[config.mk]
export PLATFORM = sky130hd
export DESIGN_NAME = mem_wb_pipe_reg
export DESIGN_NICKNAME = d
export VERILOG_FILES = /design/src/rtl/mem_wb_pkg.sv /design/src/rtl/pipe_skid_buf.sv /design/src/rtl/mem_wb_pipe_reg.sv
export SDC_FILE = /design/constraint.sdc
export NUM_CORES = 1
export LEC_CHECK = 0
export BUFFER_PORTS_ARGS = -buffer_cell sky130_fd_sc_hd__buf_2
export CORE_MARGIN = 4
export CORE_UTILIZATION = 54
export CTS_CLUSTER_DIAMETER = 80
export DETAILED_ROUTE_END_ITERATION = 16
export PLACE_DENSITY = 0.76
export SETUP_SLACK_MARGIN = 0.15
export SKIP_CTS_REPAIR_TIMING = 1
export SLEW_MARGIN = 20
export SYNTH_ARGS = -nofsm -noshare
export SYNTH_HDL_FRONTEND = slang
export SYNTH_SLANG_ARGS = --single-unit
[constraint.sdc]
create_clock -name clk -period 1.9 [get_ports clk]
set_clock_uncertainty 0.05 [all_clocks]
set_input_delay 0.19 -clock clk [delete_from_list [all_inputs] [get_ports clk]]
set_output_delay 0.19 -clock clk [all_outputs]
set_load 0.02 [all_outputs]
[src/rtl/mem_wb_pkg.sv]
// Shared MEM->WB definitions: write-back control bit positions, entry layout, regwrite gating.
package mem_wb_pkg;

    localparam int unsigned WB_REGWRITE_BIT = 1;
    localparam int unsigned WB_MEMTOREG_BIT = 0;
    localparam int unsigned WB_CTRL_W       = 2;
    localparam int unsigned WB_DEF_DATA_W   = 32;
    localparam int unsigned WB_DEF_REG_AW   = 5;

    typedef logic [WB_CTRL_W-1:0] wb_ctrl_t;

    // Default-width entry; parametrised users redeclare the same field order at their width.
    typedef struct packed {
        wb_ctrl_t                 ctrl;
        logic [WB_DEF_DATA_W-1:0] read_data;
        logic [WB_DEF_DATA_W-1:0] alu_result;
        logic [WB_DEF_REG_AW-1:0] write_reg;
    } mem_wb_entry_t;

    function automatic logic gate_regwrite(
        input logic     valid,
        input wb_ctrl_t ctrl,
        input logic     zero_dest,
        input logic     suppress_zero
    );
        return valid & ctrl[WB_REGWRITE_BIT] & ~(suppress_zero & zero_dest);
    endfunction

endpackage

[src/rtl/pipe_skid_buf.sv]
// Generic two-entry valid/ready skid buffer; in_ready is registered (no path from out_ready).
module pipe_skid_buf #(
    parameter int unsigned WIDTH = 8
) (
    input  logic             clk,
    input  logic             rst,
    input  logic             flush,
    input  logic             in_valid,
    output logic             in_ready,
    input  logic [WIDTH-1:0] in_data,
    output logic             out_valid,
    input  logic             out_ready,
    output logic [WIDTH-1:0] out_data
);

    logic             main_valid;
    logic             skid_valid;
    logic [WIDTH-1:0] main_data;
    logic [WIDTH-1:0] skid_data;
    logic             push;
    logic             pop;

    assign in_ready  = ~skid_valid;
    assign out_valid = main_valid;
    assign out_data  = main_data;
    assign push      = in_valid & in_ready;
    assign pop       = main_valid & out_ready;

    always_ff @(posedge clk) begin
        if (rst) begin
            main_valid <= 1'b0;
            skid_valid <= 1'b0;
            main_data  <= '0;
            skid_data  <= '0;
        end else if (flush) begin
            // Data registers are left untouched so outputs hold their last value.
            main_valid <= 1'b0;
            skid_valid <= 1'b0;
        end else if (pop) begin
            if (skid_valid) begin
                main_data  <= skid_data;
                main_valid <= 1'b1;
                skid_valid <= push;
                if (push) begin
                    skid_data <= in_data;
                end
            end else begin
                main_valid <= push;
                if (push) begin
                    main_data <= in_data;
                end
            end
        end else if (push) begin
            if (!main_valid) begin
                main_valid <= 1'b1;
                main_data  <= in_data;
            end else begin
                skid_valid <= 1'b1;
                skid_data  <= in_data;
            end
        end
    end

endmodule

[src/rtl/mem_wb_pipe_reg.sv]
// MEM->WB pipeline register: skid buffer plus wb_data mux and reg-0 write suppression.
// Optional EX forwarding outputs are enabled by defining MEM_WB_FWD_EN.
module mem_wb_pipe_reg #(
    parameter int unsigned DATA_W    = 32,
    parameter int unsigned REG_AW    = 5,
    parameter int unsigned ZERO_SUPP = 1
) (
    input  logic              clk,
    input  logic              rst,
    input  logic              flush,
    input  logic              in_valid,
    output logic              in_ready,
    input  logic [1:0]        in_ctrl_wb,
    input  logic [DATA_W-1:0] in_read_data,
    input  logic [DATA_W-1:0] in_alu_result,
    input  logic [REG_AW-1:0] in_write_reg,
    output logic              out_valid,
    input  logic              out_ready,
    output logic              regwrite,
    output logic              memtoreg,
    output logic [DATA_W-1:0] read_data,
    output logic [DATA_W-1:0] mem_alu_result,
    output logic [REG_AW-1:0] mem_write_reg,
    output logic [DATA_W-1:0] wb_data
`ifdef MEM_WB_FWD_EN
    ,
    output logic              fwd_valid,
    output logic [REG_AW-1:0] fwd_reg,
    output logic [DATA_W-1:0] fwd_data
`endif
);

    import mem_wb_pkg::*;

    typedef struct packed {
        wb_ctrl_t          ctrl;
        logic [DATA_W-1:0] read_data;
        logic [DATA_W-1:0] alu_result;
        logic [REG_AW-1:0] write_reg;
    } entry_t;

    localparam logic SUPPRESS_ZERO = (ZERO_SUPP != 0);

    entry_t in_entry;
    entry_t out_entry;
    logic   zero_dest;

    assign in_entry = '{
        ctrl:       in_ctrl_wb,
        read_data:  in_read_data,
        alu_result: in_alu_result,
        write_reg:  in_write_reg
    };

    pipe_skid_buf #(
        .WIDTH($bits(entry_t))
    ) u_skid (
        .clk       (clk),
        .rst       (rst),
        .flush     (flush),
        .in_valid  (in_valid),
        .in_ready  (in_ready),
        .in_data   (in_entry),
        .out_valid (out_valid),
        .out_ready (out_ready),
        .out_data  (out_entry)
    );

    assign memtoreg       = out_entry.ctrl[WB_MEMTOREG_BIT];
    assign read_data      = out_entry.read_data;
    assign mem_alu_result = out_entry.alu_result;
    assign mem_write_reg  = out_entry.write_reg;
    assign zero_dest      = (out_entry.write_reg == '0);
    assign regwrite       = gate_regwrite(out_valid, out_entry.ctrl, zero_dest, SUPPRESS_ZERO);
    assign wb_data        = memtoreg ? out_entry.read_data : out_entry.alu_result;

`ifdef MEM_WB_FWD_EN
    // regwrite already folds in out_valid and reg-0 suppression.
    assign fwd_valid = regwrite;
    assign fwd_reg   = out_entry.write_reg;
    assign fwd_data  = wb_data;
`endif

endmodule
==> impl_metrics.yaml <==
critical_path:
  worst-path-buf-inv: 1
  critical_path.top_delay_family: "simple AND/OR/NAND/NOR gates"
  crit_required_ps: 1660
  criticalPathCategory: "flop to primary output"
  worstPathArrival_ps: 1550
  crit_path_cell_trace: "or3_1 -> o311a_1 -> buf_6"
  end_kind: "primary output"
  slowest_stage: "or3_1"
  worst_path_largest_cell_delay_ps: 360
  cp-start-kind: "flop"
  crit_fanout: 3
  ff2ff_setup_slack_ps: 240
yosys:
  syn-instance-count: 777
  synth-seq-cells: 144
  syn-num-nets: 853
  synth.avg_cell_area_um2: 9.85
  async_flop_share_pct: 0
  mappedNetlistArea_um2: 7650
  synth_edf_count: 0
  synthFlopType: "dfxtp_1"
  yosys.cell_types.count: 29
  yosysSeqAreaShare_pct: 37.7
  yosys_warnings: 0
route:
  via_count: 6288
  routed_wl_um: 19700
  ant_nets: 0
  wl_per_cell_um: 19.0
  drc: 0
  viasPerCell: 6.07
  drt_iter0_drc: 703
  drtPass1Iterations: 5
cts:
  cts_num_sinks: 144
  clock_path_buffers: 2
  cts_made_buffers: 17
  cts.clk_slew.worst_paths_ps: 60
  cts_tree: "built"
  ctsHtreeMaxLevel: 4
  root_buffer: "clkbuf_16"
  clock_latency_ps: 410
outcome:
  violations: "hold timing"
  status: "complete, but fails checks"
cells_and_area:
  layout-drive-gt1-share_pct: 40.5
  nets: 918
  fin_cells: 1036
  synthToLayoutAreaGrowth_pct: 15.3
  final_util_pct: 63.5
  design_area_um2: 8820
die:
  start_util_pct: 55.1
  die_height_um: 127
  die_w_um: 127
  ios: 181
  rows: 43
  core-area_um2: 13900
  dieArea_um2: 16100
power:
  powerDensity_nw_per_um2: 916
  swShare_pct: 26.1
  seq_power_share_pct: 40.1
  ir_drop_uv: 639
  p_switching_uw: 2110
  power.leakage_uw: 0.00383
  p_int_uw: 5970
  power.total_uw: 8080
  combPwrFrac_pct: 14.8
  clockPowerShare_pct: 45.1
timing:
  slew_headroom_pct: 49.5
  fin_crit_sh_pct: 94.1
  tightest_slew_ps: 758
  max_clock_freq_mhz: 559
  min_period_ps: 1790
  grt_setup_unrepaired: "true"
  fin_hold_ws_ps: -2.17
  setup_viol: 0
  tns_ps: 0
  hold_viol: 1
  maxSlewViolCount: 0
placement:
  placedInstanceArea_um2: 8120
  place_congestion: 0.771
  placed_cells: 1002
  dp_hpwl_um: 12000
  port_buffers: 180
run:
  cap_violations: 0
global_route:
  grt_pass1_vias: 5947
  grt_usage_pct: 23.7
  grt_pass1_wl_um: 31200
  antenna_found_initial: 2
  grt_max_degree: 87
  grt_remaining_overflow: 0
hold_path:
  hold_class: "input pin to flop"
==> Yosys cell counts, types with 3 or more instances <==
library cell	number	area, µm²
a211oi_2	70	876
a21oi_1	72	360
a31oi_1	71	444
buf_1	6	22.5
buf_12	7	140
buf_2	14	70.1
buf_4	69	518
clkbuf_1	62	233
dfxtp_1	144	2880
mux2_1	3	33.8
mux2_2	29	327
mux2i_1	71	711
nand3b_1	71	533
o21ai_1	71	355
==> sequential cells by signal, summed over array words and instances, names as in the netlist <==
signal             flops
u_skid.skid_valid      1
u_skid.out_data       71
u_skid.skid_data      71
u_skid.out_valid       1
==> cell type report <==
class	count	area (µm²)
Antenna cell	1	2.50
Multi-Input combinational cell	471	3800
Inverter	2	7.51
Clock inverter	10	155
Clock buffer	22	494
Tap cell	180	225
Sequential cell	144	2890
Timing Repair Buffer	206	1250
Fill cell	1170	5060
==> cells in the final DEF (no fill, tap or decap), types with 2 or more instances in the layout <==
| cell | Yosys | layout |
|---|---|---|
| o21ai_1 | 71 | 71 |
| mux2_1 | 3 | 3 |
| dfxtp_1 | 144 | 141 |
| buf_2 | 14 | 177 |
| buf_4 | 69 | 15 |
| clkinv_2 | 0 | 4 |
| buf_12 | 7 | 11 |
| a21oi_1 | 72 | 72 |
| dfxtp_2 | 0 | 3 |
| clkbuf_16 | 0 | 17 |
| a211oi_2 | 70 | 70 |
| clkbuf_8 | 0 | 5 |
| mux2i_1 | 71 | 71 |
| nand3b_1 | 71 | 71 |
| buf_6 | 1 | 2 |
| a31oi_1 | 71 | 71 |
| bufinv_16 | 0 | 4 |
| clkinvlp_4 | 0 | 2 |
| mux2_2 | 29 | 29 |
==> per-layer routing <==
layer  vias to the layer above  track usage (%)  wire length (µm)
met5                         -                0                13
met3                        23             4.77              1210
met2                       256             36.8              9260
li1                       2950                -                 -
met4                         2             8.01               304
met1                      3057             33.0              8930
==> logic make-up (layout without fill, tap and decap cells) <==
| family | Yosys count | in the layout | synth area share (%) |
|---|---|---|---|
| buffers and inverters | 162 | 240 | 13.3 |
| multiplexers | 104 | 104 | 14.2 |
| other | 0 | 1 | 0 |
| flip-flops | 144 | 144 | 37.7 |
| AO/OA/AOI/OAI | 288 | 288 | 27.1 |
| AND/OR/NAND/NOR | 79 | 79 | 7.77 |
==> worst reg2reg max path, stage by stage (launching register included) <==
cell,delay [ps]
dfxtp_1,540
mux2_4,250
buf_4,330
a31oi_1,180
a211oi_2,230
==> power by group through the flow <==
stage,combinational [µW],sequential [µW],clock [µW]
2_1_floorplan,964,3270,0
3_3_place_gp,1160,3300,0
3_5_place_dp,1180,3300,0
4_1_cts,1180,3240,3680
5_1_grt,1270,3260,3820
6_report,1200,3240,3640
==> final timing paths <==
| kind | start | to | cells past startpoint |
|---|---|---|---|
| max | u_skid.out_data[0] | regwrite | 3 |
| min | flush | u_skid.skid_valid | 2 |
| max reg2reg | u_skid.out_valid | u_skid.out_data[60] | 4 |
| min reg2reg | u_skid.skid_data[52] | u_skid.skid_data[52] | 2 |
==> stage by stage <==
| step | setup slack (ps) | hold slack [ps] |
|---|---|---|
| floorplan | 220 | 219 |
| global placement | 269 | 414 |
| detailed placement | 233 | 421 |
| global route | 56.6 | 0.215 |
| CTS | 69.8 | -16.2 |
| finish | 111 | -2.17 |
Note: power is estimated with default switching activity, not from simulation.
